### src/rtl/add8_err_monitor.sv
// add8_err_monitor: drives every {B,A} operand pair into an external adder,
// matches the returned sums against the exact sums held in a small in-order
// FIFO, and accumulates the error metrics (MAE/MSE sums, WCE, EP count, HD).
// Optional build macro: ADD_ERR_MSE_EN builds the squarer and the err_sq_sum
// accumulator; without it err_sq_sum is tied to zero.
//
// state   | meaning
// --------+------------------------------------------------------------
// S_IDLE  | after reset, waiting for start
// S_RUN   | issuing vectors, one per cycle while the FIFO has room
// S_DRAIN | all vectors issued, waiting for outstanding results
// S_DONE  | sweep complete, done held high until the next start
module add8_err_monitor #(
    parameter int W          = 8,
    parameter int FIFO_DEPTH = 4
) (
    input  logic             clk,
    input  logic             rst,
    input  logic             start,
    output logic [W-1:0]     op_a,
    output logic [W-1:0]     op_b,
    output logic             op_valid,
    input  logic [W:0]       res_sum,
    input  logic             res_valid,
    output logic             busy,
    output logic             done,
    output logic             proto_err,
    output logic [3*W:0]     err_sum,
    output logic [4*W+1:0]   err_sq_sum,
    output logic [W:0]       wce,
    output logic [2*W:0]     err_cnt,
    output logic [2*W+3:0]   hd_sum
);

    localparam int AW = $clog2(FIFO_DEPTH);

    typedef enum logic [1:0] {
        S_IDLE  = 2'd0,
        S_RUN   = 2'd1,
        S_DRAIN = 2'd2,
        S_DONE  = 2'd3
    } state_t;

    state_t          state;
    logic [2*W-1:0]  v;
    logic [W:0]      fifo_mem [FIFO_DEPTH];
    logic [AW-1:0]   wr_ptr;
    logic [AW-1:0]   rd_ptr;
    logic [AW:0]     count;

    logic            empty;
    logic            full;
    logic            start_ok;
    logic            push;
    logic            pop;
    logic            store_push;
    logic            store_pop;
    logic            proto_hit;
    logic [W:0]      exact_now;
    logic [W:0]      exp_head;
    logic [W:0]      d;
    logic [W:0]      diff_x;
    logic [2*W+3:0]  hd;

    assign op_a      = v[W-1:0];
    assign op_b      = v[2*W-1:W];
    assign exact_now = {1'b0, op_a} + {1'b0, op_b};

    assign empty     = (count == '0);
    assign full      = (count == (AW+1)'(FIFO_DEPTH));
    assign start_ok  = start && ((state == S_IDLE) || (state == S_DONE));

    // A full FIFO can still take a vector when a result frees the head slot.
    assign op_valid  = (state == S_RUN) && (!full || res_valid);
    assign push      = op_valid;

    // A result arriving in the same cycle as an issue into an empty FIFO
    // (zero-latency loopback) is matched directly against the sum being issued.
    assign pop        = res_valid && (!empty || push);
    assign proto_hit  = res_valid && empty && !push;
    assign store_push = push && !(empty && pop);
    assign store_pop  = pop && !empty;
    assign exp_head   = empty ? exact_now : fifo_mem[rd_ptr];

    // Error magnitude and Hamming distance of the returned sum.
    always_comb begin
        d      = (res_sum >= exp_head) ? (res_sum - exp_head) : (exp_head - res_sum);
        diff_x = res_sum ^ exp_head;
        hd     = '0;
        for (int i = 0; i <= W; i++) begin
            hd = hd + (2*W+4)'(diff_x[i]);
        end
    end

    // Expected-sum storage; contents need no reset since occupancy guards reads.
    always_ff @(posedge clk) begin
        if (store_push) begin
            fifo_mem[wr_ptr] <= exact_now;
        end
    end

    // FIFO pointers and occupancy.
    always_ff @(posedge clk) begin
        if (rst) begin
            wr_ptr <= '0;
            rd_ptr <= '0;
            count  <= '0;
        end else begin
            if (store_push) wr_ptr <= wr_ptr + AW'(1);
            if (store_pop)  rd_ptr <= rd_ptr + AW'(1);
            case ({store_push, store_pop})
                2'b10:   count <= count + (AW+1)'(1);
                2'b01:   count <= count - (AW+1)'(1);
                default: count <= count;
            endcase
        end
    end

    // Sweep sequencing: vector counter, busy and done.
    always_ff @(posedge clk) begin
        if (rst) begin
            state <= S_IDLE;
            v     <= '0;
            busy  <= 1'b0;
            done  <= 1'b0;
        end else begin
            case (state)
                S_IDLE, S_DONE: begin
                    if (start) begin
                        state <= S_RUN;
                        v     <= '0;
                        busy  <= 1'b1;
                        done  <= 1'b0;
                    end
                end
                S_RUN: begin
                    if (push) begin
                        if (v == '1) state <= S_DRAIN;
                        else         v     <= v + (2*W)'(1);
                    end
                end
                S_DRAIN: begin
                    if (empty) begin
                        state <= S_DONE;
                        busy  <= 1'b0;
                        done  <= 1'b1;
                    end
                end
                default: state <= S_IDLE;
            endcase
        end
    end

    // Error accumulators: cleared by an accepted start, updated on every match.
    always_ff @(posedge clk) begin
        if (rst || start_ok) begin
            err_sum <= '0;
            wce     <= '0;
            err_cnt <= '0;
            hd_sum  <= '0;
        end else if (pop) begin
            err_sum <= err_sum + (3*W+1)'(d);
            wce     <= (d > wce) ? d : wce;
            err_cnt <= err_cnt + (2*W+1)'(d != '0);
            hd_sum  <= hd_sum + hd;
        end
    end

    // Sticky protocol error; a new violation wins over a clearing start.
    always_ff @(posedge clk) begin
        if (rst)            proto_err <= 1'b0;
        else if (proto_hit) proto_err <= 1'b1;
        else if (start_ok)  proto_err <= 1'b0;
    end

`ifdef ADD_ERR_MSE_EN
    logic [2*W+1:0] sq;
    logic [4*W+1:0] sq_acc;

    assign sq = (2*W+2)'(d) * (2*W+2)'(d);

    // Squared-error accumulator (MSE numerator).
    always_ff @(posedge clk) begin
        if (rst || start_ok) sq_acc <= '0;
        else if (pop)        sq_acc <= sq_acc + (4*W+2)'(sq);
    end

    assign err_sq_sum = sq_acc;
`else
    assign err_sq_sum = '0;
`endif

endmodule
### config.mk
export PLATFORM = sky130hd
export DESIGN_NAME = add8_err_monitor
export DESIGN_NICKNAME = d
export VERILOG_FILES = /design/src/rtl/add8_err_monitor.sv
export SDC_FILE = /design/constraint.sdc
export NUM_CORES = 1
export LEC_CHECK = 0
export BUFFER_PORTS_ARGS = -buffer_cell sky130_fd_sc_hd__buf_2
export CAP_MARGIN = 25
export CORE_ASPECT_RATIO = 1.5
export CORE_MARGIN = 8
export CORE_UTILIZATION = 55
export DETAILED_ROUTE_END_ITERATION = 7
export GPL_ROUTABILITY_DRIVEN = 1
export PLACE_DENSITY = 0.78
export SLEW_MARGIN = 10
export SYNTH_ARGS = -nofsm -noshare
export SYNTH_HDL_FRONTEND = slang
export SYNTH_SLANG_ARGS = --single-unit
### constraint.sdc
create_clock -name clk -period 8 [get_ports clk]
set_clock_uncertainty 0.2 [all_clocks]
set_input_delay 0 -clock clk [delete_from_list [all_inputs] [get_ports clk]]
set_output_delay 0 -clock clk [all_outputs]
set_load 0.005 [all_outputs]
==> out/metrics.cfg <==
[run]
max_cap_viol_count = 0

[floorplan]
die-height_um = 167
start_util_pct = 55.6
die_x_um = 117
row_count = 55
die-area_mm2 = 0.0195
ioPinCount = 138
core_area_mm2 = 0.0150

[drt]
route.antenna.remaining_nets = 0
wl_um = 19800
drtPass1Iterations = 7
viasPerCell = 5.57
wl_per_cell_um = 16.1
drt-initial-drc-count = 352
drc_errors = 0
vias = 6854

[worst_hold_path]
min_path_type = input port to flip-flop

[timing]
finalCriticalPeriod_ns = 6.36
fin_ws_ns = 1.64
timing.hold.ws_ns = 0.00690
fin_crit_sh_pct = 79.6
fmax_ghz = 0.157
setup_viol = 0
hold_viol = 0
rsz0062_at_grt = false
slew_viol_final = 0
setup-tns-final_ns = 0
worst_slew_pin_slew_ns = 0.709
relSlewSlack_pct = 52.0

[cts]
cts_setup_buffers = 0
clkTransAtPathRegs_ns = 0.07
cts_buffers = 17
ctsHtreeMaxLevel = 4
cts-root-buf = clkbuf_16
clock_latency_ns = 0.42
cts_tree = built
ctsResizeCount = 0
cts_hold_repair.buffers = 4
clockBufferDepth = 2
cts.sinks = 137

[global_routing]
grt_max_degree = 67
grt_pass1_wl_um = 32300
track_usage_pct = 20.7
antenna_found_initial = 0
overflow = 0
first_global_vias = 6719

[setup_path]
arrival_ns = 6.45
cp_max_fo = 9
critPathKind = flip-flop to flip-flop
worstPathRequired_ns = 8.09
cp-start-kind = flip-flop
end_kind = flip-flop

[finish]
final_cells = 1230
final_common_cell = buf_2
n_antenna_cell = 0
drive_gt1_share_pct = 17.2
nets = 1098
syn2layout_area_growth_pct = 14.1
final_cell_mix = buf_2, dfxtp_1, nand2_1, nor2_1

[synthesis]
synth_flop_cell = dfxtp_1
ys_seq_area_share_pct = 37.2
synth_compound_area_share_pct = 15.9
synth_edf_count = 36
yosysTopAreaCell = dfxtp_1
synth_top_area_share_pct = 24.2
synthSimpleGateAreaFrac_pct = 17.3
syn_inst = 917
avgSynthCellArea_um2 = 9.10
synth_cell_type_count = 75
synth-seq-cells = 137
netlist_area_mm2 = 0.00835
synth_xor_area_share_pct = 6.51
synth.area.top_cells = dfxtp_1, edfxtp_1, ha_1
synth_top_family_by_area = simple AND/OR/NAND/NOR gates
async_flop_share_pct = 0
muxShareOfSynthArea_pct = 4.12
ys_warn_count = 0
synth_fa_ha_area_share_pct = 11.2

[power]
p_leak_uw = 0.00399
peakVddDrop_mv = 0.198
power_density_mw_per_mm2 = 369

[place]
place_inst = 1191
portBuffers = 103
place_congestion = 0.844
dp_slack_ns = 1.50
dpl.hpwl_um = 15000

[run_status]
status = finished clean

-- synthesized netlist by cell type, drive strengths merged, types with 4 or more instances --
cell,instances
inv,68
o21ai,32
a31oi,5
a21boi,4
nor3,18
nand3,34
a211oi,10
xor2,30
and3,12
a21o,19
edfxtp,36
o21bai,6
fa,11
buf,44
o21a,5
ha,56
a31o,4
a21oi,71
clkbuf,23
nand4,13
nor3b,4
a2111o,10
nor2,77
o2111ai,6
or3,13
xnor2,32
and2,15
and4,4
mux2i,13
nand2b,8
nand2,85
dfxtp,101
mux4,9
o211ai,4
-- per-stage QoR --
step                      cell area (µm²)  power, µW  utilization, %
after floorplan                      8470       2320               -
after global placement               8890       2690            59.2
after detailed placement             8890       2740            59.2
after CTS                            9500       3520            63.4
after global routing                 9520       3800            63.5
final                                9520       3510            63.5
-- final timing paths --
| path | endpoint | slack, ns | start | depth (start not counted) |
|---|---|---|---|---|
| hold / removal | wce[0]$_SDFFE_PP0P_ | 0.007 | res_sum[0] | 4 |
| setup reg to reg | hd_sum[16]$_SDFFE_PP0P_ | 1.64 | v[0]$_SDFFE_PP0P_ | 26 |
| setup / recovery | hd_sum[16]$_SDFFE_PP0P_ | 1.64 | v[0]$_SDFFE_PP0P_ | 26 |
| hold reg to reg | err_sum[24]$_SDFFE_PP0P_ | 0.27 | err_sum[24]$_SDFFE_PP0P_ | 2 |
-- registers in the layout, indices dropped and copies added (netlist names), named ones only --
signal / count
err_cnt: 17
v: 16
done: 1
count: 3
hd_sum: 20
err_sum: 25
wr_ptr: 2
state: 2
fifo_mem: 36
rd_ptr: 2
busy: 1
proto_err: 1
wce: 9
-- where the power goes --
| group | total (µW) | switching [µW] | internal [µW] |
|---|---|---|---|
| clock | 762 | 347 | 415 |
| combinational | 1890 | 1150 | 742 |
| sequential | 862 | 73.3 | 788 |
| total | 3510 | 1570 | 1940 |
-- worst max-delay path: stages (launching register included) --
cell	delay, ns
dfxtp_1	0.44
ha_1	0.21
inv_1	0.06
fa_1	0.39
inv_1	0.07
a21oi_1	0.05
o21bai_1	0.19
a21oi_1	0.10
o21bai_1	0.19
a21o_1	0.14
a21o_1	0.18
mux2i_1	0.10
ha_1	0.39
fa_1	0.56
inv_1	0.05
fa_1	0.47
inv_1	0.05
fa_1	0.53
inv_1	0.04
ha_1	0.21
fa_1	0.41
a21o_1	0.20
a21oi_1	0.49
nor2_1	0.18
nand3_1	0.13
xor2_1	0.15
nor2_1	0.05
-- per-layer routing --
metal  up-vias  share of wire [%]  wire length, µm  track usage, %
met5         -                  0                0               0
met3        39                4.9              962            3.69
met2       189                 53            10500            37.8
met1      3263                 39             7740            22.0
li1       3363                  -                -               -
met4         0                2.8              554            9.79
-- logic make-up (layout without fill, tap and decap cells) --
family	Yosys count	count (layout)
and+or+nand+nor	296	296
AOI/OAI and AO/OA	195	195
DFF	137	137
buffers and inverters	135	216
adders and majority gates	68	68
xor gates and xnor gates	62	62
muxes	23	23
other	1	34
-- area by class of cell --
type | count | area [µm²]
clock buffers | 17 | 425
flip-flops and latches | 137 | 3100
multi-input cells | 678 | 4720
well taps | 199 | 249
repair buffers | 116 | 621
clock inverters | 15 | 153
inverters | 68 | 255
fillers | 1291 | 5480
(Power assumes the default switching activity.)
